**src/rtl/led_stream_decoder_if.sv**
```systemverilog
// Bus bundle for the WS2812B receive decoder: serial line in, pixel/frame status out.
// master is the decoder side, slave is the consumer/driver side.
interface led_stream_decoder_if;
  logic        dataIn;
  logic [23:0] pixel;
  logic        pixelValid;
  logic [7:0]  pixelIndex;
  logic        frameDone;
  logic [7:0]  frameCount;
  logic        errFlag;
  logic        overflow;

  modport master (
    input  dataIn,
    output pixel, pixelValid, pixelIndex, frameDone, frameCount, errFlag, overflow
  );

  modport slave (
    output dataIn,
    input  pixel, pixelValid, pixelIndex, frameDone, frameCount, errFlag, overflow
  );
endinterface

```
**src/rtl/led_stream_decoder.sv**
```systemverilog
// WS2812B NRZ receiver: pulse-width bit classification, 24-bit GRB pixel assembly, frame-end detect.
// pixelValid on the 3rd clk edge after the 24th bit's falling edge; no backpressure, strobes are 1 cycle.
module led_stream_decoder #(
  parameter int unsigned T_THRESH   = 60,
  parameter int unsigned T_MIN_HIGH = 15,
  parameter int unsigned T_MAX_HIGH = 110,
  parameter int unsigned T_RESET    = 5000,
  parameter int unsigned MAX_PIXELS = 4
) (
  input  logic                 clk,
  input  logic                 reset,
  led_stream_decoder_if.master bus
);

  localparam logic [15:0] THRESH_C   = 16'(T_THRESH);
  localparam logic [15:0] MIN_HIGH_C = 16'(T_MIN_HIGH);
  localparam logic [15:0] MAX_HIGH_C = 16'(T_MAX_HIGH);
  localparam logic [15:0] RESET_C    = 16'(T_RESET);
  localparam logic [7:0]  MAX_PIX_C  = 8'(MAX_PIXELS);

  typedef enum logic [1:0] {SYNC, IDLE, HIGH, LOW} state_t;

  state_t      state_q;
  logic        s1_q, s2_q, s3_q;
  logic [15:0] cnt_q;
  logic [15:0] cnt_d;
  logic [22:0] shift_q;
  logic [23:0] shift_d;
  logic [4:0]  bit_cnt_q;
  logic [7:0]  pix_cnt_q;
  logic [7:0]  pix_cnt_d;
  logic [23:0] pixel_q;
  logic        pixel_vld_q;
  logic [7:0]  pixel_idx_q;
  logic        frame_done_q;
  logic [7:0]  frame_cnt_q;
  logic        err_q;
  logic        ovf_q;

  logic rise, fall, bit_ok;

  assign rise      = s2_q & ~s3_q;
  assign fall      = ~s2_q & s3_q;
  assign cnt_d     = (rise || fall) ? 16'd0 : ((cnt_q == 16'hFFFF) ? cnt_q : cnt_q + 16'd1);
  assign bit_ok    = (cnt_q >= MIN_HIGH_C) && (cnt_q <= MAX_HIGH_C);
  // The 24th bit completes the word directly from shift_d, so only 23 bits need storing.
  assign shift_d   = {shift_q, (cnt_q >= THRESH_C)};
  assign pix_cnt_d = (pix_cnt_q == 8'hFF) ? pix_cnt_q : pix_cnt_q + 8'd1;

  always_ff @(posedge clk) begin
    if (reset) begin
      state_q      <= SYNC;
      s1_q         <= 1'b0;
      s2_q         <= 1'b0;
      s3_q         <= 1'b0;
      cnt_q        <= 16'd0;
      shift_q      <= 23'd0;
      bit_cnt_q    <= 5'd0;
      pix_cnt_q    <= 8'd0;
      pixel_q      <= 24'd0;
      pixel_vld_q  <= 1'b0;
      pixel_idx_q  <= 8'd0;
      frame_done_q <= 1'b0;
      frame_cnt_q  <= 8'd0;
      err_q        <= 1'b0;
      ovf_q        <= 1'b0;
    end else begin
      s1_q         <= bus.dataIn;
      s2_q         <= s1_q;
      s3_q         <= s2_q;
      cnt_q        <= cnt_d;
      pixel_vld_q  <= 1'b0;
      frame_done_q <= 1'b0;

      case (state_q)
        // Any rise clears cnt_q, so only an unbroken low run of T_RESET cycles aligns us.
        SYNC: begin
          if (!s2_q && (cnt_q >= RESET_C)) state_q <= IDLE;
        end

        IDLE: begin
          if (rise) begin
            state_q   <= HIGH;
            err_q     <= 1'b0;
            ovf_q     <= 1'b0;
            bit_cnt_q <= 5'd0;
            pix_cnt_q <= 8'd0;
          end
        end

        HIGH: begin
          if (fall) begin
            state_q <= LOW;
            if (!bit_ok) begin
              err_q <= 1'b1;
            end else begin
              shift_q <= shift_d[22:0];
              if (bit_cnt_q == 5'd23) begin
                pixel_q     <= shift_d;
                pixel_vld_q <= 1'b1;
                pixel_idx_q <= pix_cnt_q;
                pix_cnt_q   <= pix_cnt_d;
                bit_cnt_q   <= 5'd0;
                if (pix_cnt_q >= MAX_PIX_C) begin
                  ovf_q <= 1'b1;
                  err_q <= 1'b1;
                end
              end else begin
                bit_cnt_q <= bit_cnt_q + 5'd1;
              end
            end
          end else if (cnt_q > MAX_HIGH_C) begin
            err_q <= 1'b1;
          end
        end

        LOW: begin
          if (rise) begin
            state_q <= HIGH;
          end else if (cnt_q >= RESET_C) begin
            state_q   <= IDLE;
            bit_cnt_q <= 5'd0;
            if ((bit_cnt_q != 5'd0) || (pix_cnt_q != 8'd0)) begin
              frame_done_q <= 1'b1;
              frame_cnt_q  <= pix_cnt_q;
              if (bit_cnt_q != 5'd0) err_q <= 1'b1;
            end
          end
        end

        default: state_q <= SYNC;
      endcase
    end
  end

  assign bus.pixel      = pixel_q;
  assign bus.pixelValid = pixel_vld_q;
  assign bus.pixelIndex = pixel_idx_q;
  assign bus.frameDone  = frame_done_q;
  assign bus.frameCount = frame_cnt_q;
  assign bus.errFlag    = err_q;
  assign bus.overflow   = ovf_q;

endmodule

```
**src/flat_wrapper.sv**
```systemverilog
// flat-port wrapper written by rule: the top's interface ports become plain ports
module led_stream_decoder_flat 
#(
  parameter int unsigned T_THRESH   = 60,
  parameter int unsigned T_MIN_HIGH = 15,
  parameter int unsigned T_MAX_HIGH = 110,
  parameter int unsigned T_RESET    = 5000,
  parameter int unsigned MAX_PIXELS = 4
)
  (clk, reset, bus_dataIn, bus_pixel, bus_pixelValid, bus_pixelIndex, bus_frameDone, bus_frameCount, bus_errFlag, bus_overflow);
  led_stream_decoder_if bus_i ();
  input  logic clk;
  input  logic reset;
  input wire logic [$bits(bus_i.dataIn)-1:0] bus_dataIn;
  output wire logic [$bits(bus_i.pixel)-1:0] bus_pixel;
  output wire logic [$bits(bus_i.pixelValid)-1:0] bus_pixelValid;
  output wire logic [$bits(bus_i.pixelIndex)-1:0] bus_pixelIndex;
  output wire logic [$bits(bus_i.frameDone)-1:0] bus_frameDone;
  output wire logic [$bits(bus_i.frameCount)-1:0] bus_frameCount;
  output wire logic [$bits(bus_i.errFlag)-1:0] bus_errFlag;
  output wire logic [$bits(bus_i.overflow)-1:0] bus_overflow;
  assign bus_i.dataIn = bus_dataIn;
  assign bus_pixel = bus_i.pixel;
  assign bus_pixelValid = bus_i.pixelValid;
  assign bus_pixelIndex = bus_i.pixelIndex;
  assign bus_frameDone = bus_i.frameDone;
  assign bus_frameCount = bus_i.frameCount;
  assign bus_errFlag = bus_i.errFlag;
  assign bus_overflow = bus_i.overflow;
  led_stream_decoder #(.T_THRESH(T_THRESH), .T_MIN_HIGH(T_MIN_HIGH), .T_MAX_HIGH(T_MAX_HIGH), .T_RESET(T_RESET), .MAX_PIXELS(MAX_PIXELS)) u_core (.clk(clk), .reset(reset), .bus(bus_i));
endmodule
```
**config.mk**
```make
export PLATFORM = sky130hd
export DESIGN_NAME = led_stream_decoder_flat
export DESIGN_NICKNAME = d
export VERILOG_FILES = /design/src/rtl/led_stream_decoder_if.sv /design/src/rtl/led_stream_decoder.sv /design/src/flat_wrapper.sv
export SDC_FILE = /design/constraint.sdc
export NUM_CORES = 1
export LEC_CHECK = 0
export ABC_AREA = 1
export BUFFER_PORTS_ARGS = -buffer_cell sky130_fd_sc_hd__buf_2
export CORE_MARGIN = 2
export CORE_UTILIZATION = 35
export CTS_CLUSTER_DIAMETER = 60
export DETAILED_ROUTE_END_ITERATION = 8
export PLACE_DENSITY = 0.56
export SLEW_MARGIN = 20
export SYNTH_ARGS = -nofsm -noshare
export SYNTH_HDL_FRONTEND = slang
export SYNTH_SLANG_ARGS = --single-unit
```
**constraint.sdc**
```tcl
create_clock -name clk -period 3.5 [get_ports clk]
set_input_delay 0.7 -clock clk [delete_from_list [all_inputs] [get_ports clk]]
set_output_delay 0.7 -clock clk [all_outputs]
set_load 0.01 [all_outputs]
```
# [Word level (Yosys, flattened, before mapping)]
# Index checks and enable logic that the tools add are counted.
[word_totals] n_memories=0 out_inout_bits=44 elab_cells=111 mem_bits_ro=0 reg_bits=101 latch_bits=0 ramBits=0
[classes] addsub=3 bitwise_logic=10 n_eq_ne=21 muxes=35 multipliers=0 n_reduce_logical=21 order_cmp=6 n_div=0 shift=0
[ops] cell="$mux W8" count=5
[ops] cell="$mux W5" count=6
[ops] cell="$ne A2 B1 Y1 const B" count=9
[ops] cell="$reduce_and A6 Y1" count=3
[ops] cell="$add A16 B1 Y16 const B" count=1
[ops] cell="$eq A16 B16 Y1 const B" count=1
[ops] cell="$ge A16 B13 Y1 const B" count=1
[ops] cell="$ge A16 B4 Y1 const B" count=1
[ops] cell="$ge A16 B6 Y1 const B" count=1
[ops] cell="$gt A16 B7 Y1 const B" count=1
[ops] cell="$le A16 B7 Y1 const B" count=1
[ops] cell="$pmux W8 S2" count=1
[ops] cell="$pmux W5 S3" count=1
[ops] cell="$mux W1" count=14
[ops] cell="$reduce_and A4 Y1" count=3
[ops] cell="$mux W2" count=5
[ops] cell="$reduce_and A9 Y1" count=1
[ops] cell="$add A8 B1 Y8 const B" count=1
[ops] cell="$eq A8 B8 Y1 const B" count=1
[ops] cell="$ge A8 B3 Y1 const B" count=1
[ops] cell="$ne A4 B4 Y1 const B" count=2
[ops] cell="$not A1 Y1" count=8
[ops] cell="$pmux W2 S4" count=1
[ops] cell="$reduce_bool A8 Y1" count=1
[ops] cell="other kinds (19)" count=26

# [Depth between registers and ports, before layout]
[depth] ltp_word=6 depth_mapped=13 mapped_depth_nobuf=13

# [Least setup slack after synthesis]
# OpenSTA, ideal clock, no wires.
[synth_timing] path_kind="in2reg" start="input reset" end="register u_core.shift_q[13]" setup_ps=70 n_path_buf=3 t_arrival_ps=1725 setup_slack_ps=1705 stages=6 path_cell_list="clkbuf_1 inv_1 clkbuf_1 clkbuf_1 o21ai_0 a21oi_1"
[synth_rtl] element="from (decl)" line_no="flat_wrapper.sv:13" rtl="input logic reset;"
[synth_rtl] element="to (signal assigned)" line_no="led_stream_decoder.sv:97" rtl="shift_q <= shift_d[22:0];"
[synth_rtl] element="to (decl)" line_no="led_stream_decoder.sv:27" rtl="logic [22:0] shift_q;"

# [Worst setup path in the final report]
[layout_timing] start="register u_core.state_q[0]" end="register u_core.pixel_q[9] (netlist: u_core.bus.pixel[9])"
[layout_between] elab_chain_cells=2
[layout_rtl] element="from (decl)" line_no="led_stream_decoder.sv:23" rtl="state_t state_q;"
[layout_rtl] element="from (signal assigned)" line_no="led_stream_decoder.sv:52" rtl="state_q <= SYNC;"
[layout_rtl] element="from (signal assigned)" line_no="led_stream_decoder.sv:78" rtl="if (!s2_q && (cnt_q >= RESET_C)) state_q <= IDLE;"
[layout_rtl] element="from (signal assigned)" line_no="led_stream_decoder.sv:83" rtl="state_q <= HIGH;"
[layout_rtl] element="$eq A2 B2 Y1" line_no="led_stream_decoder.sv:75" rtl="case (state_q)"
[layout_rtl] element="$reduce_and A4 Y1 (no line)"
[layout_rtl] element="to (signal assigned)" line_no="led_stream_decoder.sv:99" rtl="pixel_q <= shift_d;"
[layout_rtl] element="to (decl)" line_no="led_stream_decoder.sv:32" rtl="logic [23:0] pixel_q;"
# Every way passes these cells.
# A chain may end at the register's enable or synchronous reset.

==> flow_summary.yaml <==
grt:
  grt_pass1_vias: 3487
  antenna_found_initial: 0
  grt_pass1_wl_mm: 17.1
  track_usage: 0.151
  overflow: 0
  grt_start_max_net_pins: 33
placement:
  post-place-ws_ps: 964
  dpl.hpwl_mm: 7.21
  port_buffers: 46
  finalWeightedCongestion: 0.854
  post_dp_cell_area_um2: 4850
  place_inst: 791
pwr:
  ir_drop_mv: 0.245
  powerDensity_nw_per_um2: 446
  finalPower_mw: 2.30
  leakage_nw: 2.23
floorplan:
  pin_count: 47
  die_area_um2: 13900
  die_h_um: 118
  core.rowCount: 41
  die_w_um: 118
  core_um2: 12600
  initial_core_util: 0.359
timing:
  holdWs_ps: 402
  fmax_mhz: 386
  finalSetupTns_ps: 0
  slew-limit-headroom: 0.664
  report.final.slew_viol_count: 0
  min_period_over_period: 0.740
  period_minus_slack_ps: 2590
  final_hold_viol_count: 0
  fin_ws_ps: 909
  max_slew.worst_pin.slew_ps: 503
  setup_viol_count_final: 0
  rsz0062_at_grt: "false"
  finClkSkew_ps: 5.72
worst_setup_path:
  cp_top_family: "simple AND/OR/NAND/NOR gates"
  end_kind: "flop"
  startpoint_type: "flop"
  crit_type: "reg -> reg"
  path_buf_inv: 3
  cp_max_fo: 24
  path_cells: "inv_1, nand2_1, clkinv_1, nand4_4, nor2_4, nand2_1, inv_2, nand2_1, nand2_1"
  cp_slowest_cell: "clkinv_1"
  path_common_cell: "nand2_1"
  critical_path.max_stage_delay_ps: 400
  rrSetupSlack_ps: 910
  arrival_ps: 2820
  cp.required_ps: 3730
clocking:
  cts_sinks: 101
  cts_tree: "yes"
  cts_buffer_depth: 2
  clk_root_buffer_cell: "clkbuf_16"
  post_cts_buffers: 0
  insertion_delay_ps: 340
  cts_buffers: 9
  ctsResizeCount: 0
  htreeDepth: 3
  clkSlewWorstSetupHoldPaths_ps: 60
  hold_buffers: 0
drt:
  wl_met1_mm: 5.21
  via_count: 3824
  first_pass_iters: 4
  drt_wl_total_mm: 10.0
  met3_length_um: 385
  wl_per_cell_um: 12.5
  drc: 0
  drtIter0Drc: 245
  met2_length_mm: 4.35
  avgViaCountPerCell: 4.74
  route.antenna.remaining_nets: 0
  highest_layer: "met4"
final_layout:
  syn2layout_area_growth_pct: 13.7
  antenna_cells: 0
  drive_above_1_share: 0.174
  final_common_cell: "dfxtp_1"
  final_cell_mix: "dfxtp_1 (101), nand2_1 (91), nor2_1 (82)"
  final_core_util: 0.408
  stdcell_count: 806
  fin_area_um2: 5150
  final_nets: 641
hold_path:
  hold_class: "reg -> reg"
status:
  outcome: "complete, no violations"
yosys:
  yosysWarnings: 0
  synth_cell_types: 40
  syn-mean-instance-area_um2: 7.61
  synth_nets: 606
  ys_ff_latch: 101
  netlist_instances: 595
  seq_area_frac_synth: 0.446
  synthesis.area_um2: 4530
job:
  cap_violations: 0
-- sequential cells by signal (all words and copies together) (netlist names) --
register and cells:
u_core.bus.errFlag 1, u_core.bus.overflow 1, u_core.s3_q 1, u_core.shift_q 23
u_core.state_q 2, u_core.s1_q 1, u_core.s2_q 1, u_core.bus.pixelValid 1
u_core.bus.pixelIndex 8, u_core.bus.frameCount 8, u_core.cnt_q 16, u_core.pix_cnt_q 8
u_core.bus.pixel 24, u_core.bus.frameDone 1, u_core.bit_cnt_q 5
-- final timing paths --
| kind | depth (start not counted) | end | start |
|---|---|---|---|
| min reg2reg | 2 | u_core.s2_q | u_core.s1_q |
| max reg2reg | 9 | u_core.bus.pixel[9] | u_core.state_q[0] |
| max | 9 | u_core.bus.pixel[9] | u_core.state_q[0] |
| min | 2 | u_core.s2_q | u_core.s1_q |
-- area by class of cell --
cell class,instances,area [um2]
sequential,101,2020
clock inverter,3,45.0
multi-input combinational,396,2080
clock buffer,12,256
timing repair buffer,49,253
tap,172,215
inverter,73,277
fill,1307,7470
-- cells by family after synthesis --
family,after synthesis,share of synthesized area
adders and majority gates,8,0.0221
xor gates and xnor gates,9,0.0174
AOI/OAI and AO/OA,118,0.142
DFF,101,0.446
and+or+nand+nor,261,0.279
buffers and inverters,98,0.0939
-- worst reg2reg max path, cell delays in order, from the launching register on --
cell,delay (ps)
dfxtp_1,370
inv_1,70
nand2_1,340
clkinv_1,400
nand4_4,380
nor2_4,120
nand2_1,400
inv_2,210
nand2_1,130
nand2_1,60
-- report_power, final --
| group | switching (mW) | internal, mW |
|---|---|---|
| Combinational | 0.0827 | 0.0384 |
| Sequential | 0.0131 | 1.16 |
| Clock | 0.409 | 0.589 |
-- cell usage after synthesis, drive strengths merged --
cell,number,area share
nor4,3,0.0041
a31oi,5,0.0069
nand3,46,0.071
a21oi,43,0.048
a211oi,1,0.0017
nor3,9,0.011
o21bai,1,0.0017
nand2,95,0.081
nor2,94,0.087
o21ai,54,0.060
buf,17,0.026
clkinv,1,0.00083
xnor2,2,0.0039
dfxtp,101,0.45
xor2,7,0.014
clkbuf,8,0.0066
o211ai,1,0.0017
inv,72,0.060
and2,1,0.0014
ha,8,0.022
nand4,10,0.019
nand3b,1,0.0025
o21a,12,0.020
a31o,1,0.0019
or2,2,0.0028
-- per-layer routing --
layer | global-route usage | up-vias
met1 | 0.215 | 1752
met4 | 0.0452 | 0
met2 | 0.227 | 73
met5 | 0 | -
li1 | - | 1991
met3 | 0.0329 | 8
Power figures use the tool's default switching activity.
